## config.mk

```make
export PLATFORM = sky130hd
export DESIGN_NAME = asmi_readback
export DESIGN_NICKNAME = d
export VERILOG_FILES = /design/src/rtl/asmi_readback_pkg.sv /design/src/rtl/asmi_page_reader.sv /design/src/rtl/asmi_readback.sv
export SDC_FILE = /design/constraint.sdc
export NUM_CORES = 1
export LEC_CHECK = 0
export ABC_AREA = 1
export BUFFER_PORTS_ARGS = -buffer_cell sky130_fd_sc_hd__buf_2
export CAP_MARGIN = 20
export CORE_AREA = 4 4 118 120
export CTS_BUF_LIST = sky130_fd_sc_hd__clkbuf_16
export CTS_CLUSTER_SIZE = 30
export DETAILED_ROUTE_END_ITERATION = 8
export DIE_AREA = 0 0 122 124
export PLACE_DENSITY_LB_ADDON = 0.12
export SETUP_SLACK_MARGIN = 0.1
export SKIP_CTS_REPAIR_TIMING = 1
export SLEW_MARGIN = 30
export SYNTH_ARGS = -nofsm -noshare
export SYNTH_HDL_FRONTEND = slang
export SYNTH_SLANG_ARGS = --single-unit
```

## constraint.sdc

```tcl
create_clock -name clock -period 12.6 [get_ports clock]
set_clock_uncertainty 0.15 [all_clocks]
set_input_delay 2.52 -clock clock [delete_from_list [all_inputs] [get_ports clock]]
set_output_delay 2.52 -clock clock [all_outputs]
set_load 0.01 [all_outputs]
```

## src/rtl/asmi_readback_pkg.sv

```systemverilog
// Shared definitions for the EPCS readback path: defaults, state encodings and
// the flash bit-order helper also used by the programming path.
package asmi_readback_pkg;

  localparam logic [23:0] START_ADDR_DEF     = 24'h100000;
  localparam int unsigned PAGE_BYTES_DEF     = 256;
  localparam int unsigned FIFO_SPACE_MIN_DEF = 256;
  localparam int unsigned ACK_TIMEOUT_DEF    = 25000000;
  localparam int unsigned TX_FIFO_DEPTH      = 2048;

  typedef enum logic [2:0] {
    IDLE,
    CHECK,
    ISSUE,
    STREAM,
    NOTIFY,
    WAIT_ACK,
    FINISH
  } state_t;

  typedef enum logic [1:0] {
    RD_IDLE,
    RD_ISSUE,
    RD_STREAM
  } rd_state_t;

  // EPCS delivers bytes MSB-first relative to the image file.
  function automatic logic [7:0] bit_reverse8(input logic [7:0] b);
    logic [7:0] r;
    for (int unsigned i = 0; i < 8; i++) r[i] = b[7-i];
    return r;
  endfunction

endpackage

```

## src/rtl/asmi_page_reader.sv

```systemverilog
// One-page ASMI burst: read strobe, rden window, bit-order restore and the
// one-cycle Tx write pipeline. start_page launches a burst; page_done marks the last write.
module asmi_page_reader
  import asmi_readback_pkg::*;
#(
  parameter int unsigned PAGE_BYTES = PAGE_BYTES_DEF
) (
  input  logic       clock,
  input  logic       reset,
  input  logic       start_page,
  input  logic [7:0] asmi_dataout,
  input  logic       asmi_data_valid,
  output logic       asmi_read,
  output logic       asmi_rden,
  output logic [7:0] tx_data,
  output logic       tx_wrreq,
  output logic       page_done
);

  localparam int unsigned CW = $clog2(PAGE_BYTES);

  rd_state_t     state, state_next;
  logic [CW-1:0] byte_count;
  logic          take;
  logic          last;

  assign take = (state == RD_STREAM) && asmi_data_valid;
  assign last = take && (byte_count == CW'(PAGE_BYTES - 1));

  always_ff @(posedge clock or posedge reset) begin
    if (reset) state <= RD_IDLE;
    else       state <= state_next;
  end

  // Leaving STREAM on the last accepted byte drops rden in the same cycle
  // the final registered tx_wrreq is presented.
  always_comb begin
    state_next = state;
    asmi_read  = 1'b0;
    asmi_rden  = 1'b0;
    case (state)
      RD_IDLE:   if (start_page) state_next = RD_ISSUE;
      RD_ISSUE: begin
        asmi_read  = 1'b1;
        asmi_rden  = 1'b1;
        state_next = RD_STREAM;
      end
      RD_STREAM: begin
        asmi_rden = 1'b1;
        if (last) state_next = RD_IDLE;
      end
      default:   state_next = RD_IDLE;
    endcase
  end

  always_ff @(posedge clock or posedge reset) begin
    if (reset) begin
      byte_count <= '0;
      tx_data    <= '0;
      tx_wrreq   <= 1'b0;
      page_done  <= 1'b0;
    end else begin
      tx_wrreq  <= take;
      page_done <= last;
      if (take) begin
        tx_data    <= bit_reverse8(asmi_dataout);
        byte_count <= byte_count + 1'b1;
      end
      if (start_page) byte_count <= '0;
    end
  end

endmodule

```

## src/rtl/asmi_readback.sv

```systemverilog
// EPCS user-image readback: page sequencing, Tx FIFO space check, page_ready
// handshake with ACK timeout, and the running 16-bit checksum of restored bytes.
module asmi_readback
  import asmi_readback_pkg::*;
#(
  parameter logic [23:0] START_ADDR     = START_ADDR_DEF,
  parameter int unsigned PAGE_BYTES     = PAGE_BYTES_DEF,
  parameter int unsigned FIFO_SPACE_MIN = FIFO_SPACE_MIN_DEF,
  parameter int unsigned ACK_TIMEOUT    = ACK_TIMEOUT_DEF
) (
  input  logic        clock,
  input  logic        reset,
  input  logic        start,
  input  logic [13:0] num_blocks,
  output logic        start_ACK,
  output logic [23:0] asmi_addr,
  output logic        asmi_read,
  output logic        asmi_rden,
  input  logic [7:0]  asmi_dataout,
  input  logic        asmi_data_valid,
  input  logic        asmi_busy,
  input  logic [10:0] tx_used,
  output logic [7:0]  tx_data,
  output logic        tx_wrreq,
  output logic        page_ready,
  input  logic        page_ready_ACK,
  output logic [15:0] checksum,
  output logic        done,
  output logic        timeout_err
);

  state_t      state, state_next;
  logic [13:0] blocks;
  logic [13:0] page;
  logic [23:0] addr;
  logic [31:0] tmo_cnt;
  logic [11:0] fifo_free;
  logic        space_ok;
  logic        tmo_hit;
  logic        accept;
  logic        start_page;
  logic        page_done;

  assign fifo_free = 12'(TX_FIFO_DEPTH) - {1'b0, tx_used};
  assign space_ok  = fifo_free >= 12'(FIFO_SPACE_MIN);
  assign tmo_hit   = tmo_cnt == 32'(ACK_TIMEOUT - 1);
  assign accept    = (state == IDLE) && start && !asmi_busy;

  assign start_ACK  = accept && !reset;
  assign asmi_addr  = addr;
  assign page_ready = (state == WAIT_ACK);
  assign done       = (state == FINISH);

  always_ff @(posedge clock or posedge reset) begin
    if (reset) state <= IDLE;
    else       state <= state_next;
  end

  always_comb begin
    state_next = state;
    start_page = 1'b0;
    case (state)
      IDLE:     if (accept) state_next = (num_blocks == '0) ? FINISH : CHECK;
      CHECK: begin
        if (page == blocks) begin
          state_next = FINISH;
        end else if (space_ok && !asmi_busy) begin
          start_page = 1'b1;
          state_next = ISSUE;
        end
      end
      ISSUE:    state_next = STREAM;
      STREAM:   if (page_done) state_next = NOTIFY;
      NOTIFY:   state_next = WAIT_ACK;
      WAIT_ACK: begin
        // ACK takes priority over a coincident timeout expiry.
        if (page_ready_ACK)   state_next = CHECK;
        else if (tmo_hit)     state_next = IDLE;
      end
      FINISH:   if (!start) state_next = IDLE;
      default:  state_next = IDLE;
    endcase
  end

  always_ff @(posedge clock or posedge reset) begin
    if (reset) begin
      blocks      <= '0;
      page        <= '0;
      addr        <= START_ADDR;
      tmo_cnt     <= '0;
      checksum    <= '0;
      timeout_err <= 1'b0;
    end else begin
      case (state)
        IDLE: begin
          addr <= START_ADDR;
          page <= '0;
          if (accept) begin
            blocks      <= num_blocks;
            timeout_err <= 1'b0;
          end
        end
        NOTIFY: begin
          page    <= page + 1'b1;
          addr    <= addr + 24'(PAGE_BYTES);
          tmo_cnt <= '0;
        end
        WAIT_ACK: begin
          tmo_cnt <= tmo_cnt + 1'b1;
          if (!page_ready_ACK && tmo_hit) timeout_err <= 1'b1;
        end
        default: ;
      endcase

      if (accept)        checksum <= '0;
      else if (tx_wrreq) checksum <= checksum + {8'h00, tx_data};
    end
  end

  asmi_page_reader #(
    .PAGE_BYTES(PAGE_BYTES)
  ) u_reader (
    .clock           (clock),
    .reset           (reset),
    .start_page      (start_page),
    .asmi_dataout    (asmi_dataout),
    .asmi_data_valid (asmi_data_valid),
    .asmi_read       (asmi_read),
    .asmi_rden       (asmi_rden),
    .tx_data         (tx_data),
    .tx_wrreq        (tx_wrreq),
    .page_done       (page_done)
  );

endmodule

```

==> results.cfg, run 1 <==
[min_path]
min_from = tmo_cnt[3]
min_to = tmo_cnt[3]
hold_path_class = flip-flop to flip-flop
hold_depth = 1

[layout]
nets = 1083
diodes = 0
drive_above_1_share_pct = 14.60
utilization_pct = 62.04
area_growth_pct = 16.19

[clock_tree]
h-tree-depth = 4
root_buffer = clkbuf_16
cts_max_path_buffers = 2
clock_latency_ns = 0.42
cts_buffers = 17
cts.sinks = 116
cts_tree = yes
path_clk_slew_ns = 0.05

[drt]
avgViaCountPerCell = 5.118
drc = 0
drt-initial-drc-count = 422
wl_per_cell_um = 13.21
dr.pass1.iters = 5
ant_nets = 0
wl_um = 16080
dr_total_vias = 6228

[synth]
netlist_area_sq_um = 6930
seq_area_frac_synth_pct = 41.90
synthTopCellsByCount = nand2_1 (248), inv_1 (130), dfrtp_1 (115), nor2_1 (92)
yosysUniqueCellTypes = 50
synth_largest_area_cell = dfrtp_1
synthCells = 939
synth.area.top_cells = dfrtp_1 (42%), nand2_1 (13%), inv_1 (7.0%)
ys_warn_count = 0
synthMuxAreaShare_pct = 0
synth-edff-count = 0
synth_xor_xnor_area_share_pct = 2.022
synth_compound_area_share_pct = 10.34
synth_top_family_by_area = simple AND/OR/NAND/NOR gates
synth-main-ff-cell = dfrtp_1
async_flop_share_pct = 100.0
synth-adder-area-share_pct = 2.997
synth_seq_cells = 116
yosysMostFrequentCell = nand2_1
synth_top_cell_area_share_pct = 41.52
yosys.area_share.simple_pct = 32.97
syn_area_per_cell_sq_um = 7.381

[setup_path]
critical_path_buf_inv_count = 3
r2r_end = state[2]
r2r_slack_ns = 10.09
critPathRequiredTime_ns = 9.93
cp_slowest_cell = nand2_4
crit_family = simple AND/OR/NAND/NOR gates
worstReg2RegStart = state[2]
critPathArrivalTime_ns = 3.36
rr_worst_depth = 6
path_cells = buf_2 -> inv_1 -> nor2_1 -> nand2_4 -> nor2_1 -> buf_2
max_stage_delay_ns = 0.25
cp_max_fo = 40
critPathLaunchType = input pin
crit_type = input pin to primary output
endpoint_kind = primary output

[die]
core_sq_um = 12980
dieHeight_um = 124
die_area_sq_um = 15130
fp.dieW_um = 122
io_pins = 94
rows = 42
initial_core_util_pct = 53.39

[place]
preCtsSetupSlack_ns = 6.557
place_hpwl_um = 11600
port_buffers = 85
gp_routability_congestion = 0.8682

[timing]
fin_ws_ns = 6.565
setup_viol = 0
fin_tns_setup_ns = 0
fmax_mhz = 165.7
slew_headroom_pct = 45.07
maxSlewViolCount = 0
hold_viol = 0
worstMarginPinSlew_ns = 0.8209
rsz0062_at_grt = no
period_needed_ns = 6.035
timing.hold.ws_ns = 0.3440
fin_crit_sh_pct = 47.90

[global_routing]
grt_max_degree = 76
track_usage_pct = 22.34
gr-total-overflow = 0
grt_pass1_wl_um = 26720
grt_antenna_before_repair = 0
grt_pass1_vias = 5703

[flow_run]
cap_violations = 0

[run_status]
run_status = completed

[power]
total_power_uw = 1376
vdd.ir_drop.worst_mv = 0.1253
p_leak_uw = 0.004098
power.density_nw_per_um2 = 170.9
-- routing by layer --
metal  GRT usage, %  part of all wire (%)
met5              0                     0
met2          35.81                    46
met1          29.76                    47
met4          7.353                   1.1
met3          5.767                   6.0
-- cell type report --
cell class,instances,area (sq um)
Inverter,134,505.5
Fill cell,1188,4927
Timing Repair Buffer,87,444.2
Tap cell,176,220.2
Sequential cell,116,2904
Clock buffer,17,425.4
Clock inverter,15,173.9
Multi-Input combinational cell,672,3379
-- how the worst max path moves through the flow --
stage	from	to	slack, ns	cells past startpoint
floorplan	start	start_ACK	6.71	6
global placement	asmi_busy	start_ACK	6.57	5
detailed placement	start	start_ACK	6.56	6
CTS	start	start_ACK	6.55	6
global route	start	start_ACK	6.46	6
finish	start	start_ACK	6.57	6
-- registers in the layout, indices dropped and copies added (netlist names) --
signal               count
u_reader.page_done       1
timeout_err              1
state                    3
blocks                  14
tmo_cnt                 32
u_reader.byte_count      8
u_reader.tx_wrreq        1
page                    14
u_reader.state           2
checksum                16
u_reader.tx_data         8
asmi_addr               16
-- metrics by stage --
| stage | cells | instance area (sq um) |
|---|---|---|
| global route | 1217 | 8053 |
| floorplan | 946 | 6957 |
| global placement | 1185 | 7450 |
| finish | 1217 | 8053 |
| detailed placement | 1185 | 7450 |
| CTS | 1217 | 8049 |
-- where the power goes --
| group | switching (uW) | internal (uW) | total [uW] |
|---|---|---|---|
| registers | 63.9 | 436 | 500 |
| clock network | 166 | 324 | 491 |
| logic | 244 | 142 | 385 |
| total | 474 | 902 | 1380 |
-- worst reg2reg max path, cell delays in order, from the launching register on --
cell,delay (ns)
dfrtp_1,0.55
nand2_2,0.29
nor2_1,0.71
inv_1,0.42
nand4_1,0.20
nand2_1,0.07
nand2_1,0.06
-- cells in the final DEF, fill, tap and decap left out, types with 17 or more instances in the layout --
master     count
a21oi_1       41
buf_2         85
clkbuf_16     17
dfrtp_1      115
inv_1        133
nand2_1      248
nand3_1       62
nand4_1       24
nor2_1        92
nor3_1        31
o21ai_0       62
-- cell families (layout without fill, tap and decap cells) --
family | Yosys count | count (layout)
fa+ha+maj | 16 | 16
simple gates | 501 | 501
xor+xnor | 16 | 16
compound gates | 131 | 131
buf+inv | 158 | 253
flops | 116 | 116
other cells | 1 | 8
Power figures use the tool's default switching activity.
==> inputs of run 2 (changes only) <==
clock period = 5.78 ns   (was 12.6 ns; I/O delays follow)
==> run 2 against run 1 <==
Net effect: largest cell class unchanged; global-route usage decreased by 0.26 points; setup slack got worse by 4.2 ns; count of clock-buffer cells in the layout unchanged; largest power group is now the clock network; sequential power increased by 120%; critical path depth unchanged; non-clock buffer count unchanged; sequential cell count unchanged; clock power increased by 130%; die area unchanged.
==> results.cfg, run 2 (synthesis results as in run 1) <==
[clock_tree]
cts_buffers = 17
cts.sinks = 116
path_clk_slew_ns = 0.05
cts_max_path_buffers = 2
cts_tree = yes
h-tree-depth = 4
clock_latency_ns = 0.42
root_buffer = clkbuf_16

[timing]
worstMarginPinSlew_ns = 0.8529
rsz0062_at_grt = no
setup_viol = 0
fin_tns_setup_ns = 0
hold_viol = 0
fmax_mhz = 293.4
fin_crit_sh_pct = 58.97
slew_headroom_pct = 42.93
maxSlewViolCount = 0
period_needed_ns = 3.409

[setup_path]
path_cells = nor2_4 -> inv_2 -> nor2_8 -> nand2_4 -> nor2_1 -> buf_2
cp_max_fo = 40
cp_slowest_cell = dfrtp_1
max_stage_delay_ns = 0.46
critPathArrivalTime_ns = 2.10
endpoint_kind = primary output
critPathLaunchType = flip-flop
critPathRequiredTime_ns = 4.47
crit_type = flip-flop to primary output

[power]
power.density_nw_per_um2 = 378.1
p_leak_uw = 0.004100
vdd.ir_drop.worst_mv = 0.2328
total_power_uw = 3052

[die]
rows = 42
fp.dieW_um = 122
core_sq_um = 12980
initial_core_util_pct = 53.39
dieHeight_um = 124
die_area_sq_um = 15130
io_pins = 94

[global_routing]
met1_usage_pct = 31.51
grt_antenna_before_repair = 0
track_usage_pct = 22.08
gr-usage-met2_pct = 34.08
gr-total-overflow = 0
grt-busiest-layer = met2
grt_max_degree = 73
grt_pass1_wl_um = 26720
grt_util_met3_pct = 5.404
grt_pass1_vias = 5640

[drt]
ant_nets = 0
dr.pass1.iters = 5
dr_total_vias = 6292
wl_um = 16090
drc = 0
avgViaCountPerCell = 5.170
wl_per_cell_um = 13.22
drt-initial-drc-count = 478

[layout]
top_register = tmo_cnt
largest_reg_flops = 32
mostFrequentLayoutCells = nand2_1 (248), inv_1 (131), dfrtp_1 (115)
drive_above_1_share_pct = 14.60
diodes = 0
fin_cells = 1217
area_growth_pct = 16.48
nets = 1083
layout_commonest_cell = nand2_1

[place]
place_hpwl_um = 11810
port_buffers = 85
gp_routability_congestion = 0.8920
place_inst = 1185

[flow_run]
cap_violations = 0

[run_status]
run_status = completed

[min_path]
hold_path_class = flip-flop to flip-flop
run 2: cell types whose count changed in the layout (fill, tap and decap cells not counted), sizes merged:
cell	previous run	this run
bufinv	4	5
clkinv	6	7
inv	138	136
run 2: cell type report:
cell class	count	area [sq um]
Clock buffer	17	425.4
Multi-Input combinational cell	672	3379
Clock inverter	15	195.2
Timing Repair Buffer	87	440.4
Inverter	134	508.0
Fill cell	1207	4907
Sequential cell	116	2904
Tap cell	176	220.2
run 2: per-stage QoR:
step	setup WS (ns)	hold slack, ns	util (%)	cell area (sq um)
floorplan	1.403	0.3044	-	6957
global placement	2.475	0.3308	57.39	7450
detailed placement	2.456	0.3277	57.39	7450
CTS	2.352	0.3345	62.17	8070
global route	2.175	0.3591	62.19	8073
finish	2.371	0.3373	62.19	8073
run 2: critical path, delay by kind of cell (launching register included):
family / cells / cell delay [ns]
flops: 1 / 0.46
buf+inv: 2 / 0.27
simple gates: 4 / 0.95
run 2: worst paths after layout:
path                       slack, ns  cells past startpoint          end        from
setup / recovery                2.37                      6    start_ACK    state[0]
hold / removal                  0.34                      1   tmo_cnt[3]  tmo_cnt[3]
setup reg to reg                3.26                      6     state[2]    state[2]
hold reg to reg                 0.34                      1   tmo_cnt[3]  tmo_cnt[3]
max in group asynchronous       3.72                      3  tmo_cnt[19]       reset
min in group asynchronous       0.70                      2    blocks[4]       reset
run 2: metal layers:
metal	up-vias	wire (um)
met1	2882	7897
li1	3229	-
met2	164	7065
met3	17	927
met5	-	0
met4	0	195
run 2: power by group:
group	total, uW	switching (uW)	internal [uW]
sequential	1090	142	951
combinational	843	534	309
clock	1120	365	751
total	3050	1040	2010
==> inputs of run 3 (changes only) <==
CORE_AREA = 4 4 120 122   (was 4 4 118 120)
DIE_AREA = 0 0 124 126   (was 0 0 122 124)
clock period = 2.9 ns   (was 5.78 ns; I/O delays follow)
==> run 3 against run 2 <==
Net effect: global-route usage hardly changed; design area is 0.12% higher; critical path depth stayed put; critical endpoint unchanged; largest power group is now registers.
==> results.cfg, run 3 (synthesis results as in run 1) <==
[layout]
fill_cells = 1231
multiInputGateArea_sq_um = 3379
drive_above_1_share_pct = 14.85
utilization_pct = 61.28
area_growth_pct = 16.63
top_register = tmo_cnt
diodes = 0
finalInstanceArea_sq_um = 8083
nets = 1086
mostFrequentLayoutCells = nand2_1 (248), inv_1 (131), dfrtp_1 (115)
largest_reg_flops = 32
layout_commonest_cell = nand2_1
regArea_sq_um = 2904

[setup_path]
crit_path_end = start_ACK
r2r_slack_ns = 0.76
critical_path_buf_inv_count = 2
crit_family = simple AND/OR/NAND/NOR gates
worstSetupStartpoint = state[0]
rr_worst_depth = 10
cp_max_fo = 40
cp_slowest_cell = dfrtp_1
critPathRequiredTime_ns = 2.17
r2r_end = checksum[10]
path_depth = 6
worstReg2RegStart = u_reader.tx_data[0]
endpoint_kind = primary output
path_cells = nor2_4 -> inv_2 -> nor2_8 -> nand2_4 -> nor2_1 -> buf_2
crit_type = flip-flop to primary output
critPathLaunchType = flip-flop
critPathArrivalTime_ns = 1.88
max_stage_delay_ns = 0.46

[clock_tree]
path_clk_slew_ns = 0.05
root_buffer = clkbuf_16
cts_max_path_buffers = 2
cts.sinks = 116
h-tree-depth = 4
cts_buffers = 17
cts_tree = yes
clock_latency_ns = 0.42

[drt]
avgViaCountPerCell = 5.191
dr_total_vias = 6333
drt-initial-drc-count = 380
ant_nets = 0
drc = 0
wl_per_cell_um = 13.44
dr.pass1.iters = 5
wl_um = 16400

[global_routing]
grt_max_degree = 117
grt_pass1_vias = 5636
grt_pass1_wl_um = 27480
grt_antenna_before_repair = 0
gr-total-overflow = 0
track_usage_pct = 22.11

[timing]
hold_viol = 0
period_needed_ns = 2.613
fin_tns_setup_ns = 0
rsz0062_at_grt = no
slew_headroom_pct = 56.12
fin_crit_sh_pct = 90.10
worstMarginPinSlew_ns = 0.6582
fmax_mhz = 382.7
fin_ws_ns = 0.2871
setup_viol = 0
maxSlewViolCount = 0

[die]
io_pins = 94
rows = 42
fp.dieW_um = 124
dieHeight_um = 126
die_area_sq_um = 15620
core_sq_um = 13190
initial_core_util_pct = 52.54

[power]
vdd.ir_drop.worst_mv = 0.5474
p_leak_uw = 0.004108
power.density_nw_per_um2 = 745.9

[place]
gp_routability_congestion = 0.9029
port_buffers = 85
place_area_sq_um = 7486
preCtsSetupSlack_ns = 0.7087
place_hpwl_um = 11680

[run_status]
run_status = completed

[min_path]
hold_path_class = input pin to asynchronous set/reset pin

[flow_run]
cap_violations = 0
run 3: cell types whose count changed in the layout (fill, tap and decap cells not counted), sizes merged:
cell and change:
clkinv +2, buf +3, inv -1, bufinv -1
run 3: per-layer routing:
metal / global-route usage, % / share of wire [%]
met1: 33.00 / 50
met2: 32.10 / 44
met3: 4.933 / 5.0
met4: 6.701 / 1.6
met5: 0 / 0
run 3: per-stage QoR:
step | cells | power, uW | hold slack, ns
detailed placement | 1188 | 3908 | 0.3461
CTS | 1220 | 6084 | 0.1846
finish | 1220 | 6029 | 0.1609
global route | 1220 | 6446 | 0.2077
global placement | 1188 | 3884 | 0.3230
floorplan | 946 | 3448 | 0.3044
run 3: worst reg2reg max path: cells and delay by family (launching register included):
kind	cells	cell delay, ns
AO/OA/AOI/OAI	2	0.39
adder cells (fa/ha/maj)	2	0.66
flip-flops	1	0.40
AND/OR/NAND/NOR	6	0.44
run 3: worst min path at each step:
stage	start	end	slack (ns)	cells past startpoint
after global routing	asmi_dataout[6]	u_reader.tx_data[1]	0.21	3
after CTS	asmi_dataout[6]	u_reader.tx_data[1]	0.18	3
after floorplan	tmo_cnt[3]	tmo_cnt[3]	0.30	1
final	reset	page[13]	0.16	3
after detailed placement	blocks[6]	blocks[6]	0.35	2
after global placement	tmo_cnt[3]	tmo_cnt[3]	0.32	1
run 3: where the power goes:
part	switching (uW)	leakage, uW	internal (uW)
registers	281	0.00157	1900
logic	1090	0.00224	636
clock network	723	0.000303	1410
run 3: final cells by class:
| type | count | area share [%] |
|---|---|---|
| clock buffers | 17 | 5.263 |
| clock inverters | 15 | 2.121 |
| inverters | 134 | 6.269 |
| multi-input cells | 672 | 41.81 |
| flip-flops and latches | 116 | 35.93 |
| well taps | 176 | 2.724 |
| repair buffers | 90 | 5.882 |
